[config.mk]
export PLATFORM = sky130hd
export DESIGN_NAME = fadd_normalize_fp_flat
export DESIGN_NICKNAME = d
export VERILOG_FILES = /design/src/rtl/fp_add_pkg.sv /design/src/rtl/fadd_normalize_fp_if.sv /design/src/rtl/fadd_normalize_fp.sv /design/src/flat_wrapper.sv
export SDC_FILE = /design/constraint.sdc
export NUM_CORES = 1
export LEC_CHECK = 0
export BUFFER_PORTS_ARGS = -buffer_cell sky130_fd_sc_hd__buf_2
export CORE_MARGIN = 2
export CORE_UTILIZATION = 53
export CTS_CLUSTER_SIZE = 14
export DETAILED_ROUTE_END_ITERATION = 6
export HOLD_SLACK_MARGIN = 0.03
export PLACE_DENSITY = 0.82
export SYNTH_ARGS = -nofsm -noshare
export SYNTH_HDL_FRONTEND = slang
export SYNTH_SLANG_ARGS = --single-unit
[constraint.sdc]
create_clock -name clk -period 3.2 [get_ports clk]
set_clock_uncertainty 0.1 [all_clocks]
set_input_delay 0.32 -clock clk [delete_from_list [all_inputs] [get_ports clk]]
set_output_delay 0.32 -clock clk [all_outputs]
set_load 0.02 [all_outputs]
[src/rtl/fp_add_pkg.sv]
// Shared definitions for the FP adder normalization stage: FSM states,
// exponent limit and bit offsets of the aligned-sum word.
package fp_add_pkg;

    typedef enum logic [1:0] {
        IDLE  = 2'd0,
        EVAL  = 2'd1,
        SHIFT = 2'd2,
        DONE  = 2'd3
    } norm_state_e;

    localparam logic [7:0] EXP_MAX = 8'd255;

    // sum word layout, LSB first: S, R, G, frac[MAN_W-1:0], hidden, carry
    localparam int SUM_S_POS    = 0;
    localparam int SUM_R_POS    = 1;
    localparam int SUM_G_POS    = 2;
    localparam int SUM_FRAC_LSB = 3;
    localparam int SUM_HID_OFS  = 3;  // hidden bit = MAN_W + SUM_HID_OFS
    localparam int SUM_CRY_OFS  = 4;  // carry bit  = MAN_W + SUM_CRY_OFS

endpackage

[src/rtl/fadd_normalize_fp_if.sv]
// Upstream/downstream handshake bundle of the normalization stage.
interface fadd_normalize_fp_if #(
    parameter int EXP_W = 8,
    parameter int MAN_W = 23
);
    logic               in_valid;
    logic               in_ready;
    logic               sign_in;
    logic [EXP_W-1:0]   exp_in;
    logic [MAN_W+4:0]   sum_in;
    logic [7:0]         flags_in;

    logic               out_valid;
    logic               out_ready;
    logic               sign_res;
    logic [EXP_W-1:0]   exp_norm;
    logic [MAN_W-1:0]   mantissa_norm;
    logic [2:0]         grs;
    logic               underflow;
    logic [7:0]         flags_out;

    modport master (
        output in_valid, sign_in, exp_in, sum_in, flags_in, out_ready,
        input  in_ready, out_valid, sign_res, exp_norm, mantissa_norm, grs,
               underflow, flags_out
    );

    modport slave (
        input  in_valid, sign_in, exp_in, sum_in, flags_in, out_ready,
        output in_ready, out_valid, sign_res, exp_norm, mantissa_norm, grs,
               underflow, flags_out
    );
endinterface

[src/rtl/fadd_normalize_fp.sv]
// Post-alignment normalization: one right shift on carry, iterative left
// shifts for cancellation, underflow clamp; one op in flight, registered outputs.
module fadd_normalize_fp
    import fp_add_pkg::*;
#(
    parameter int EXP_W = 8,
    parameter int MAN_W = 23
) (
    input  logic              clk,
    input  logic              rst_n,
    input  logic              flush,
    fadd_normalize_fp_if.slave bus
);
    localparam int SUM_W = MAN_W + 5;
    localparam int CRY   = MAN_W + SUM_CRY_OFS;
    localparam int HID   = MAN_W + SUM_HID_OFS;

    norm_state_e        state_q;
    logic               sign_q;
    logic               unf_q;
    logic               in_ready_q;
    logic               out_valid_q;
    logic [EXP_W-1:0]   exp_q;
    logic [SUM_W-1:0]   sum_q;
    logic [7:0]         flags_q;

    logic [SUM_W-1:0]   sum_rsh_d;
    logic [SUM_W-1:0]   sum_lsh_d;

    // Carry: old hidden drops into the fraction, sticky absorbs R and S.
    assign sum_rsh_d = {2'b01, sum_q[HID:SUM_FRAC_LSB], sum_q[SUM_G_POS],
                        sum_q[SUM_R_POS] | sum_q[SUM_S_POS]};
    assign sum_lsh_d = {1'b0, sum_q[HID-1:0], 1'b0};

    always_ff @(posedge clk or negedge rst_n) begin
        if (!rst_n) begin
            state_q     <= IDLE;
            sign_q      <= 1'b0;
            unf_q       <= 1'b0;
            in_ready_q  <= 1'b1;
            out_valid_q <= 1'b0;
            exp_q       <= '0;
            sum_q       <= '0;
            flags_q     <= '0;
        end else if (flush) begin
            state_q     <= IDLE;
            in_ready_q  <= 1'b1;
            out_valid_q <= 1'b0;
        end else begin
            case (state_q)
                IDLE: begin
                    if (bus.in_valid) begin
                        sign_q     <= bus.sign_in;
                        exp_q      <= bus.exp_in;
                        sum_q      <= bus.sum_in;
                        flags_q    <= bus.flags_in;
                        unf_q      <= 1'b0;
                        in_ready_q <= 1'b0;
                        state_q    <= EVAL;
                    end
                end
                EVAL: begin
                    if (sum_q == '0) begin
                        exp_q       <= '0;
                        out_valid_q <= 1'b1;
                        state_q     <= DONE;
                    end else if (sum_q[CRY]) begin
                        // exponent may wrap to all-ones; overflow is judged downstream
                        sum_q       <= sum_rsh_d;
                        exp_q       <= exp_q + 1'b1;
                        out_valid_q <= 1'b1;
                        state_q     <= DONE;
                    end else if (sum_q[HID]) begin
                        out_valid_q <= 1'b1;
                        state_q     <= DONE;
                    end else if (exp_q == '0) begin
                        unf_q       <= 1'b1;
                        out_valid_q <= 1'b1;
                        state_q     <= DONE;
                    end else begin
                        state_q     <= SHIFT;
                    end
                end
                SHIFT: begin
                    if (exp_q == EXP_W'(1)) begin
                        unf_q       <= 1'b1;
                        exp_q       <= '0;
                        out_valid_q <= 1'b1;
                        state_q     <= DONE;
                    end else begin
                        sum_q <= sum_lsh_d;
                        exp_q <= exp_q - 1'b1;
                        if (sum_q[HID-1]) begin
                            out_valid_q <= 1'b1;
                            state_q     <= DONE;
                        end
                    end
                end
                DONE: begin
                    if (bus.out_ready) begin
                        out_valid_q <= 1'b0;
                        in_ready_q  <= 1'b1;
                        state_q     <= IDLE;
                    end
                end
                default: begin
                    state_q     <= IDLE;
                    in_ready_q  <= 1'b1;
                    out_valid_q <= 1'b0;
                end
            endcase
        end
    end

    assign bus.in_ready      = in_ready_q;
    assign bus.out_valid     = out_valid_q;
    assign bus.sign_res      = sign_q;
    assign bus.exp_norm      = exp_q;
    assign bus.mantissa_norm = sum_q[HID-1:SUM_FRAC_LSB];
    assign bus.grs           = sum_q[SUM_G_POS:SUM_S_POS];
    assign bus.underflow     = unf_q;
    assign bus.flags_out     = flags_q;

endmodule

[src/flat_wrapper.sv]
// flat-port wrapper written by rule: the top's interface ports become plain ports
module fadd_normalize_fp_flat import fp_add_pkg::*;
#(
    parameter int EXP_W = 8,
    parameter int MAN_W = 23
)
  (clk, rst_n, flush, bus_in_valid, bus_sign_in, bus_exp_in, bus_sum_in, bus_flags_in, bus_out_ready, bus_in_ready, bus_out_valid, bus_sign_res, bus_exp_norm, bus_mantissa_norm, bus_grs, bus_underflow, bus_flags_out);
  fadd_normalize_fp_if #(.EXP_W(EXP_W), .MAN_W(MAN_W)) bus_i ();
  input  logic clk;
  input  logic rst_n;
  input  logic flush;
  input wire logic [$bits(bus_i.in_valid)-1:0] bus_in_valid;
  input wire logic [$bits(bus_i.sign_in)-1:0] bus_sign_in;
  input wire logic [$bits(bus_i.exp_in)-1:0] bus_exp_in;
  input wire logic [$bits(bus_i.sum_in)-1:0] bus_sum_in;
  input wire logic [$bits(bus_i.flags_in)-1:0] bus_flags_in;
  input wire logic [$bits(bus_i.out_ready)-1:0] bus_out_ready;
  output wire logic [$bits(bus_i.in_ready)-1:0] bus_in_ready;
  output wire logic [$bits(bus_i.out_valid)-1:0] bus_out_valid;
  output wire logic [$bits(bus_i.sign_res)-1:0] bus_sign_res;
  output wire logic [$bits(bus_i.exp_norm)-1:0] bus_exp_norm;
  output wire logic [$bits(bus_i.mantissa_norm)-1:0] bus_mantissa_norm;
  output wire logic [$bits(bus_i.grs)-1:0] bus_grs;
  output wire logic [$bits(bus_i.underflow)-1:0] bus_underflow;
  output wire logic [$bits(bus_i.flags_out)-1:0] bus_flags_out;
  assign bus_i.in_valid = bus_in_valid;
  assign bus_i.sign_in = bus_sign_in;
  assign bus_i.exp_in = bus_exp_in;
  assign bus_i.sum_in = bus_sum_in;
  assign bus_i.flags_in = bus_flags_in;
  assign bus_i.out_ready = bus_out_ready;
  assign bus_in_ready = bus_i.in_ready;
  assign bus_out_valid = bus_i.out_valid;
  assign bus_sign_res = bus_i.sign_res;
  assign bus_exp_norm = bus_i.exp_norm;
  assign bus_mantissa_norm = bus_i.mantissa_norm;
  assign bus_grs = bus_i.grs;
  assign bus_underflow = bus_i.underflow;
  assign bus_flags_out = bus_i.flags_out;
  fadd_normalize_fp #(.EXP_W(EXP_W), .MAN_W(MAN_W)) u_core (.clk(clk), .rst_n(rst_n), .flush(flush), .bus(bus_i));
endmodule
==> flow_summary.yaml <==
global_routing:
  overflow: 0
  grtUsageTotal: 0.2304
  antenna_found_initial: 0
  grt_pass1_wl_microns: 13590
  grt_max_degree: 55
  grt_pass1_vias: 2864
critical_path:
  crit_start: "u_core.bus.exp_norm[0]"
  r2r_start: "u_core.bus.exp_norm[0]"
  worstPathRequired_ns: 3.30
  critPathLaunchType: "flop"
  reg2regPathDepth: 7
  crit_path_end_kind: "flop"
  crit_end: "u_core.bus.exp_norm[6]"
  worstPathArrival_ns: 2.63
  path_cells: "inv_1, ha_1, or3b_2, nor3_1, mux2_2, a221o_1, a32o_1"
  path_max_fanout: 7
  ff2ff_setup_slack_ns: 0.67
  r2r_end: "u_core.bus.exp_norm[6]"
  slowest_stage: "or3b_2"
  critPathMaxStageDelay_ns: 0.48
  critPathKind: "flop to flop"
synth:
  yosys.area.top_type_share: 0.3646
  syn_area_sq_um: 3363
  ys_top_cells_by_area: "dfrtp_1 36%, a221oi_1 7.0%, buf_4 6.7%, o31ai_1 5.8%, nor2_1 4.8%"
  yosys.area.top_type: "dfrtp_1"
  syn_nets: 419
  synth-seq-cells: 50
  ys_seq_area_frac: 0.3724
  yosysUniqueCellTypes: 58
  yosysWarnings: 0
  synth_ff_type: "dfrtp_1"
  synth_cells: 361
  avgSynthCellArea_sq_um: 9.316
  async_flop_share: 1.000
  synth-edff-count: 0
timing:
  period_minus_slack_ns: 2.534
  tightest_slew_ns: 1.116
  period_share: 0.7918
  tns_ns: 0
  hold_viol_final: 0
  max_slew_margin: 0.2561
  slew_viol_final: 0
  rsz0062_at_grt: "false"
  setup_viol: 0
  fmax_mhz: 394.7
layout:
  final_common_cell: "buf_2"
  fillCellCount: 553
  final_cell_mix: "95 x buf_2, 49 x dfrtp_1, 43 x nor2_1"
  fin_nets: 473
  layoutNonFillerInstCount: 493
  multi_input_area_sq_um: 1717
  seq_area_sq_um: 1252
  drive_above_1_share: 0.3389
  syn_to_final_growth_pct: 11.09
  diodes: 0
route:
  drtIter0Drc: 159
  antenna_left: 0
  num_vias: 2998
  wire_per_inst_microns: 16.27
  first_pass_iters: 4
  drc: 0
  drt-total-wl_microns: 8023
  drt-vias-per-instance: 6.081
clocking:
  clock_sinks: 50
  tritoncts: "yes"
  clk_pin_slew_ns: 0.10
  hold_buffers: 0
  clockBufferDepth: 2
  clk_latency_ns: 0.30
  cts_buffers: 5
  h-tree-depth: 2
  cts_resized: 0
  clockRootBuffer: "clkbuf_8"
  postCtsSetupBuffers: 0
floorplanning:
  fp.dieH_microns: 83.66
  start_util: 0.5389
  die_w_microns: 83.66
  die_area_sq_um: 6999
  ioPinCount: 96
  rows: 29
  core_area_sq_um: 6241
pwr:
  clock_power_share: 0.106
  sw_frac_of_total: 0.4995
  sequentialPowerShare: 0.308
  power_switching_uw: 2178
  comb_power_share: 0.586
  p_leak_uw: 0.001711
  power.density_nw_per_um2: 1167
  vdd_ir_drop_max_mv: 0.6308
  internal_power_uw: 2182
run_status:
  status: "finished, final reports clean"
job:
  maxCapViolations: 0
placed_design:
  io_buffers: 95
  dp_hpwl_microns: 5644
  routabilityCongestion: 0.8850
  placed_cells: 485
hold_path:
  hold_class: "input port to async pin"
[power groups by stage]
stage / Sequential (uW) / Clock, uW / Combinational, uW
2_1_floorplan: 1380 / 0 / 2080
3_3_place_gp: 1330 / 0 / 2490
3_5_place_dp: 1350 / 0 / 2560
4_1_cts: 1330 / 474 / 2570
5_1_grt: 1400 / 494 / 2830
6_report: 1340 / 462 / 2560
[synth_stat cells, types with 2 or more instances]
cell type  number
a211o_1         2
a211oi_1        3
a21oi_1        11
a221oi_1       27
a311o_1         3
a31oi_1         2
a32o_1          3
and3_1          2
buf_2           3
buf_4          30
buf_6           5
clkbuf_1       15
dfrtp_1        49
ha_1            8
inv_1          11
mux2_2         12
nand2_1        32
nand3_1         4
nor2_1         43
nor2b_1         2
nor3_1          4
nor4_1          8
o21ai_0         7
o21ai_2         3
o31a_1          2
o31ai_1        26
o32ai_1         3
o41ai_2         2
or2_2           6
or3_1           3
or3b_2          2
xnor2_1         2
[worst max-delay path: cells and delay by family, from the launching register on]
family / cells / cell delay (ns)
and+or+nand+nor: 2 / 0.65
AOI/OAI and AO/OA: 2 / 0.54
DFF: 1 / 0.46
muxes: 1 / 0.35
adders and majority gates: 1 / 0.20
buffers and inverters: 1 / 0.13
[per-stage QoR]
step / hold WS, ns / total power [uW] / worst slack, ns / util / instance area (sq um)
2_1_floorplan: -0.07559 / 3461 / 0.7070 / - / 3363
3_3_place_gp: 0.3863 / 3819 / 0.7617 / 0.5800 / 3620
3_5_place_dp: 0.3902 / 3908 / 0.7001 / 0.5800 / 3620
4_1_cts: 0.1479 / 4376 / 0.6794 / 0.5986 / 3736
5_1_grt: 0.1483 / 4722 / 0.5174 / 0.5986 / 3736
6_report: 0.1260 / 4361 / 0.6663 / 0.5986 / 3736
[final cells by class]
type	instances	area share
flip-flops and latches	50	0.3352
clock buffers	7	0.02311
repair buffers	100	0.1373
well taps	77	0.02579
multi-input cells	247	0.4595
clock inverters	1	0.008038
inverters	11	0.01105
[routing by layer]
metal | global-route usage | routed length (microns)
met5 | 0 | 0
met4 | 0.06452 | 59
met3 | 0.03561 | 455
met2 | 0.3833 | 3922
met1 | 0.3136 | 3585
[worst min path at each step]
stage	to	depth (start not counted)
after global placement	u_core.bus.flags_out[0]	1
after CTS	u_core.bus.flags_out[6]	2
after global routing	u_core.bus.flags_out[4]	2
after floorplan	u_core.bus.exp_norm[0]	0
after detailed placement	u_core.bus.flags_out[2]	1
final	u_core.sum_q[22]	1
[flip-flops by register name, summed over array words and instances (netlist names)]
| name | cells |
|---|---|
| u_core.bus.in_ready | 1 |
| u_core.bus.sign_res | 1 |
| u_core.bus.underflow | 1 |
| u_core.bus.out_valid | 1 |
| u_core.bus.exp_norm | 8 |
| u_core.state_q | 2 |
| u_core.bus.flags_out | 8 |
| u_core.sum_q | 28 |
[logic make-up (layout without fill, tap and decap cells)]
logic type,Yosys count,after routing,share of synthesized area
xor gates and xnor gates,2,2,0.005209
and+or+nand+nor,117,117,0.1734
muxes,14,14,0.04762
adders and majority gates,8,8,0.02976
DFF,50,50,0.3724
buffers and inverters,64,119,0.1172
AOI/OAI and AO/OA,106,106,0.2545
Note: power is estimated with default switching activity, not from simulation.
